### src/rtl/pic_read_status_unit_if.sv
// Bus/control bundle between the decoder, the IRR/ISR/IMR block and the read-status unit.
// master = decoder/register side, slave = pic_read_status_unit.
interface pic_read_status_unit_if #(
    parameter int unsigned WIDTH = 8,
    parameter int unsigned ID_W  = $clog2(WIDTH)
);
    logic             cs_neg;
    logic             rd_neg;
    logic             a0;
    logic             ocw3_wr;
    logic             ocw3_rr;
    logic             ocw3_ris;
    logic             ocw3_p;
    logic [WIDTH-1:0] imr;
    logic [WIDTH-1:0] isr;
    logic [WIDTH-1:0] irr;
    logic [WIDTH-1:0] read_data;
    logic             read_active_flag;
    logic             poll_ack;
    logic [ID_W-1:0]  poll_id;

    modport master (
        output cs_neg, rd_neg, a0,
        output ocw3_wr, ocw3_rr, ocw3_ris, ocw3_p,
        output imr, isr, irr,
        input  read_data, read_active_flag, poll_ack, poll_id
    );

    modport slave (
        input  cs_neg, rd_neg, a0,
        input  ocw3_wr, ocw3_rr, ocw3_ris, ocw3_p,
        input  imr, isr, irr,
        output read_data, read_active_flag, poll_ack, poll_id
    );
endinterface

### src/rtl/pic_read_status_unit.sv
// PIC read-back unit: IRR/ISR/IMR/poll-word read mux with a data hold for the whole
// read strobe, OCW3 read-select/poll command storage and the poll acknowledge pulse.
module pic_read_status_unit #(
    parameter int unsigned WIDTH = 8,
    parameter int unsigned ID_W  = $clog2(WIDTH)
) (
    input  logic                  clk,
    input  logic                  reset,
    pic_read_status_unit_if.slave bus
);

    // The poll word packs the "any request" flag in the MSB above the level ID.
    if (WIDTH < 2 || WIDTH < ID_W + 1) begin : g_width_check
        $error("pic_read_status_unit: WIDTH (%0d) must be >= ID_W+1 (%0d) and >= 2",
               WIDTH, ID_W + 1);
    end

    typedef enum logic {
        S_IDLE   = 1'b0,
        S_ACTIVE = 1'b1
    } state_t;

    // Registered state
    state_t           state_q;
    logic [WIDTH-1:0] read_data_q;
    logic             read_active_q;
    logic             poll_ack_q;
    logic [ID_W-1:0]  poll_id_q;
    logic             read_sel_q;
    logic             poll_pending_q;

    // Next-state values
    state_t           state_d;
    logic [WIDTH-1:0] read_data_d;
    logic             read_active_d;
    logic             poll_ack_d;
    logic [ID_W-1:0]  poll_id_d;
    logic             read_sel_d;
    logic             poll_pending_d;

    // Combinational helpers
    logic             rd_req_c;
    logic [WIDTH-1:0] req_c;
    logic             req_any_c;
    logic [ID_W-1:0]  req_id_c;
    logic [WIDTH-1:0] poll_word_c;
    logic [WIDTH-1:0] capture_c;

    assign rd_req_c = !bus.cs_neg && !bus.rd_neg;

    // Unmasked requests, fixed priority with IR0 highest (lowest set bit wins).
    always_comb begin
        req_c     = bus.irr & ~bus.imr;
        req_any_c = |req_c;
        req_id_c  = '0;
        for (int i = int'(WIDTH) - 1; i >= 0; i--) begin
            if (req_c[i]) begin
                req_id_c = ID_W'(i);
            end
        end
    end

    always_comb begin
        poll_word_c             = '0;
        poll_word_c[ID_W-1:0]   = req_id_c;
        poll_word_c[WIDTH-1]    = req_any_c;
    end

    // Read source selection; a pending poll overrides the address bit.
    always_comb begin
        capture_c = bus.irr;
        if (poll_pending_q) begin
            capture_c = poll_word_c;
        end else if (bus.a0) begin
            capture_c = bus.imr;
        end else if (read_sel_q) begin
            capture_c = bus.isr;
        end
    end

    // State register
    always_ff @(posedge clk) begin
        if (reset) begin
            state_q        <= S_IDLE;
            read_data_q    <= '0;
            read_active_q  <= 1'b0;
            poll_ack_q     <= 1'b0;
            poll_id_q      <= '0;
            read_sel_q     <= 1'b0;
            poll_pending_q <= 1'b0;
        end else begin
            state_q        <= state_d;
            read_data_q    <= read_data_d;
            read_active_q  <= read_active_d;
            poll_ack_q     <= poll_ack_d;
            poll_id_q      <= poll_id_d;
            read_sel_q     <= read_sel_d;
            poll_pending_q <= poll_pending_d;
        end
    end

    // Next-state and output logic; S_ACTIVE doubles as the registered read request.
    always_comb begin
        state_d        = state_q;
        read_data_d    = read_data_q;
        poll_ack_d     = 1'b0;
        poll_id_d      = '0;
        read_sel_d     = read_sel_q;
        poll_pending_d = poll_pending_q;

        case (state_q)
            S_IDLE: begin
                if (rd_req_c) begin
                    state_d     = S_ACTIVE;
                    read_data_d = capture_c;
                    if (poll_pending_q) begin
                        poll_pending_d = 1'b0;
                        poll_ack_d     = req_any_c;
                        poll_id_d      = req_any_c ? req_id_c : '0;
                    end
                end
            end
            S_ACTIVE: begin
                if (!rd_req_c) begin
                    state_d = S_IDLE;
                end
            end
            default: begin
                state_d = S_IDLE;
            end
        endcase

        // OCW3 lands after the capture so a coincident read sees the old settings.
        if (bus.ocw3_wr) begin
            if (bus.ocw3_rr) begin
                read_sel_d = bus.ocw3_ris;
            end
            if (bus.ocw3_p) begin
                poll_pending_d = 1'b1;
            end
        end

        read_active_d = (state_d == S_ACTIVE);
    end

    assign bus.read_data        = read_data_q;
    assign bus.read_active_flag = read_active_q;
    assign bus.poll_ack         = poll_ack_q;
    assign bus.poll_id          = poll_id_q;

endmodule
### src/flat_wrapper.sv
// flat-port wrapper written by rule: the top's interface ports become plain ports
module pic_read_status_unit_flat 
#(
    parameter int unsigned WIDTH = 8,
    parameter int unsigned ID_W  = $clog2(WIDTH)
)
  (clk, reset, bus_cs_neg, bus_rd_neg, bus_a0, bus_ocw3_wr, bus_ocw3_rr, bus_ocw3_ris, bus_ocw3_p, bus_imr, bus_isr, bus_irr, bus_read_data, bus_read_active_flag, bus_poll_ack, bus_poll_id);
  pic_read_status_unit_if #(.WIDTH(WIDTH), .ID_W(ID_W)) bus_i ();
  input  logic clk;
  input  logic reset;
  input wire logic [$bits(bus_i.cs_neg)-1:0] bus_cs_neg;
  input wire logic [$bits(bus_i.rd_neg)-1:0] bus_rd_neg;
  input wire logic [$bits(bus_i.a0)-1:0] bus_a0;
  input wire logic [$bits(bus_i.ocw3_wr)-1:0] bus_ocw3_wr;
  input wire logic [$bits(bus_i.ocw3_rr)-1:0] bus_ocw3_rr;
  input wire logic [$bits(bus_i.ocw3_ris)-1:0] bus_ocw3_ris;
  input wire logic [$bits(bus_i.ocw3_p)-1:0] bus_ocw3_p;
  input wire logic [$bits(bus_i.imr)-1:0] bus_imr;
  input wire logic [$bits(bus_i.isr)-1:0] bus_isr;
  input wire logic [$bits(bus_i.irr)-1:0] bus_irr;
  output wire logic [$bits(bus_i.read_data)-1:0] bus_read_data;
  output wire logic [$bits(bus_i.read_active_flag)-1:0] bus_read_active_flag;
  output wire logic [$bits(bus_i.poll_ack)-1:0] bus_poll_ack;
  output wire logic [$bits(bus_i.poll_id)-1:0] bus_poll_id;
  assign bus_i.cs_neg = bus_cs_neg;
  assign bus_i.rd_neg = bus_rd_neg;
  assign bus_i.a0 = bus_a0;
  assign bus_i.ocw3_wr = bus_ocw3_wr;
  assign bus_i.ocw3_rr = bus_ocw3_rr;
  assign bus_i.ocw3_ris = bus_ocw3_ris;
  assign bus_i.ocw3_p = bus_ocw3_p;
  assign bus_i.imr = bus_imr;
  assign bus_i.isr = bus_isr;
  assign bus_i.irr = bus_irr;
  assign bus_read_data = bus_i.read_data;
  assign bus_read_active_flag = bus_i.read_active_flag;
  assign bus_poll_ack = bus_i.poll_ack;
  assign bus_poll_id = bus_i.poll_id;
  pic_read_status_unit #(.WIDTH(WIDTH), .ID_W(ID_W)) u_core (.clk(clk), .reset(reset), .bus(bus_i));
endmodule
### config.mk
export PLATFORM = sky130hd
export DESIGN_NAME = pic_read_status_unit_flat
export DESIGN_NICKNAME = d
export VERILOG_FILES = /design/src/rtl/pic_read_status_unit_if.sv /design/src/rtl/pic_read_status_unit.sv /design/src/flat_wrapper.sv
export SDC_FILE = /design/constraint.sdc
export NUM_CORES = 1
export LEC_CHECK = 0
export BUFFER_PORTS_ARGS = -buffer_cell sky130_fd_sc_hd__buf_2
export CORE_MARGIN = 2
export CORE_UTILIZATION = 39
export DETAILED_ROUTE_END_ITERATION = 16
export GPL_TIMING_DRIVEN = 0
export PLACE_DENSITY = 0.71
export REMOVE_ABC_BUFFERS = 1
export SLEW_MARGIN = 20
export SYNTH_ARGS = -nofsm -noshare
export SYNTH_HDL_FRONTEND = slang
export SYNTH_SLANG_ARGS = --single-unit
### constraint.sdc
create_clock -name clk -period 2 [get_ports clk]
set_input_delay 0 -clock clk [delete_from_list [all_inputs] [get_ports clk]]
set_output_delay 0 -clock clk [all_outputs]
set_load 0.05 [all_outputs]
==> qor.yml <==
ys_ff_latch: 15
syn_avg_cell_area_um2: 8.707
htreeDepth: 1
clkPwrFrac_pct: 25.7
yosys.area.top_type_share_pct: 35.19
timing.final.ws_setup_ps: 253.7
synth_ff_type: "dfxtp_1"
path_common_cell: "dlygate4sd3_1"
min_period_over_period_pct: 87.32
clock_sinks: 15
max-vdd-ir-drop_mv: 0.3676
seq_area_frac_synth_pct: 35.19
power.switching_w: 0.0002172
cp-start-kind: "primary input"
fmax_mhz: 572.6
hp-class: "in -> reg"
coreArea_mm2: 0.002022
arrival_ps: 1930
postRouteAntennaNets: 0
period_needed_ps: 1746
cp.required_ps: 2190
cp-startpoint: "bus_cs_neg"
p_int_w: 0.0004655
place_ws_ps: 480.1
p_comb_share_pct: 26.7
post-dp-hpwl_um: 1644
finish.utilization_pct: 58.42
diodes: 0
detail_route.wl_per_cell_um: 12.59
worst_skew_pair.late_latency_ps: 290
status: "complete, no violations"
path_class: "in -> reg"
cp_slowest_stage_delay_ps: 580
layout.nets: 184
cts_buffer_depth: 2
clkTransAtPathRegs_ps: 90
stdcell_count: 177
slew-limit-headroom_pct: 63.41
start_util_pct: 42.20
slew_violations: 0
fp.dieW_um: 50.78
fp.dieH_um: 50.78
finalSetupViolCount: 0
vias: 906
grt_pass1_wl_um: 3560
critical_path.max_fanout: 12
dieArea_mm2: 0.002578
post-cts-setup-buffers: 0
netlist_area_um2: 853.3
powerDensity_mw_per_mm2: 578.0
ys_types: 33
syn_inst: 98
ios: 46
synth_top_area_cell: "dfxtp_1"
track_usage_pct: 18.26
yosys_warnings: 0
wl_um: 2228
p_leak_nw: 0.5298
grt_max_degree: 13
tns_ps: 0
hp-start: "reset"
top_layer_used: "met4"
wl_met1_um: 987
drc: 0
drt_iter0_markers: 8
synth_edf_count: 0
hold_viol_final: 0
rows: 16
port_buffers: 45
crit_path_end_kind: "flop"
grt_overflow: 0
area_growth_pct: 38.42
drt-vias-per-instance: 5.119
p_sw_share_pct: 31.81
gp_congestion: 0.7346
cp_cell_sequence: "dlygate4sd3_1 > buf_2 > or3_4 > a22oi_1 > dlygate4sd3_1 > nor2_1"
placedCellCount: 166
critPathSlowestCell: "dlygate4sd3_1"
antenna_found_initial: 0
seq_power_share_pct: 47.6
cts_tree: "done"
drv_cap: 0
drive_above_1_share_pct: 36.00
synthArstFlopShare_pct: 0
grt_pass1_vias: 855
power.total_w: 0.0006827
cts-root-buf: "clkbuf_4"
clock_skew_ps: 6.944
met2WireLength_um: 1072
rsz0062_at_grt: "false"
dr.pass1.iters: 5
numCtsBuffers: 3
timing.rr.start: "u_core.state_q"
tightest_slew_ps: 548.1
wl_met3_um: 129
synthTopCellsByArea: "dfxtp_1, mux2i_1, a21oi_1"
[power groups by stage]
stage          combinational (W)  clock, W  sequential, W
3_5_place_dp            0.000170         0       0.000332
6_report                0.000182  0.000175       0.000325
2_1_floorplan          0.0000684         0       0.000368
5_1_grt                 0.000198  0.000194       0.000327
3_3_place_gp            0.000167         0       0.000332
4_1_cts                 0.000182  0.000187       0.000325
[state kept, by name, summed over array words and instances, names as in the netlist]
name,flops
u_core.bus.poll_ack,1
u_core.bus.poll_id,3
u_core.bus.read_data,8
u_core.poll_pending_q,1
u_core.read_sel_q,1
u_core.state_q,1
[kinds of logic (layout without fill, tap and decap cells)]
logic type / Yosys count / after routing / share of synthesized area [%]
and+or+nand+nor: 36 / 36 / 24.05
buffers and inverters: 8 / 60 / 4.984
muxes: 7 / 7 / 8.358
DFF: 15 / 15 / 35.19
AOI/OAI and AO/OA: 32 / 32 / 27.42
[through the flow]
step | cell area (um^2) | hold slack, ps
after floorplan | 825.8 | 69.07
after global placement | 1085 | 209.6
after detailed placement | 1085 | 216.4
after CTS | 1181 | 9.091
after global routing | 1181 | 33.06
final | 1181 | 25.90
[cell usage in the layout, fill, tap and decap left out, types with 6 or more instances in the layout]
cell type	n
nor2b_1	7
dlygate4sd3_1	7
mux2i_1	6
nand2b_1	6
o211ai_1	6
buf_2	45
a21oi_1	10
dfxtp_1	15
nand2_1	11
[layer usage]
| metal | track usage (%) | up-vias |
|---|---|---|
| met1 | 21.49 | 411 |
| met2 | 32.02 | 30 |
| li1 | - | 461 |
| met5 | 0 | - |
| met3 | 2.381 | 4 |
| met4 | 9.459 | 0 |
[worst max-delay path: cells and delay by family]
kind,cells,cell delay (ps)
simple gates,2,500
compound gates,1,170
buf+inv,3,1260
[synthesized netlist by cell type, types with 2 or more instances]
cell type / number
o211ai_1: 6
nand2b_1: 6
mux2i_1: 6
dfxtp_1: 15
a21oi_1: 10
o21ai_0: 4
nand2_1: 11
a2111oi_0: 2
nor3_1: 3
nor2_1: 3
inv_1: 4
nor2b_1: 7
[final cells by class]
type                       count  area [um^2]
clock buffer                   4        26.28
fill                         201        840.8
inverter                       4        15.01
multi-input combinational     75        510.5
sequential                    15        300.3
tap                           27        33.78
timing repair buffer          52        295.3
[path summary, 6_finish.rpt]
kind / endpoint / slack (ps) / cells past startpoint
worst max-delay path: u_core.poll_pending_q / 250 / 6
worst min-delay path: u_core.poll_pending_q / 30 / 2
worst max register to register: u_core.poll_pending_q / 340 / 4
worst min register to register: u_core.bus.read_data[5] / 450 / 2
[repair_timing]
item / 4_1_cts / 5_1_grt
resized for setup: 0 / 0
hold buffers: 7 / 0
hold endpoints to repair: 3 / 0
No activity file was read; power rests on OpenSTA's default activity.
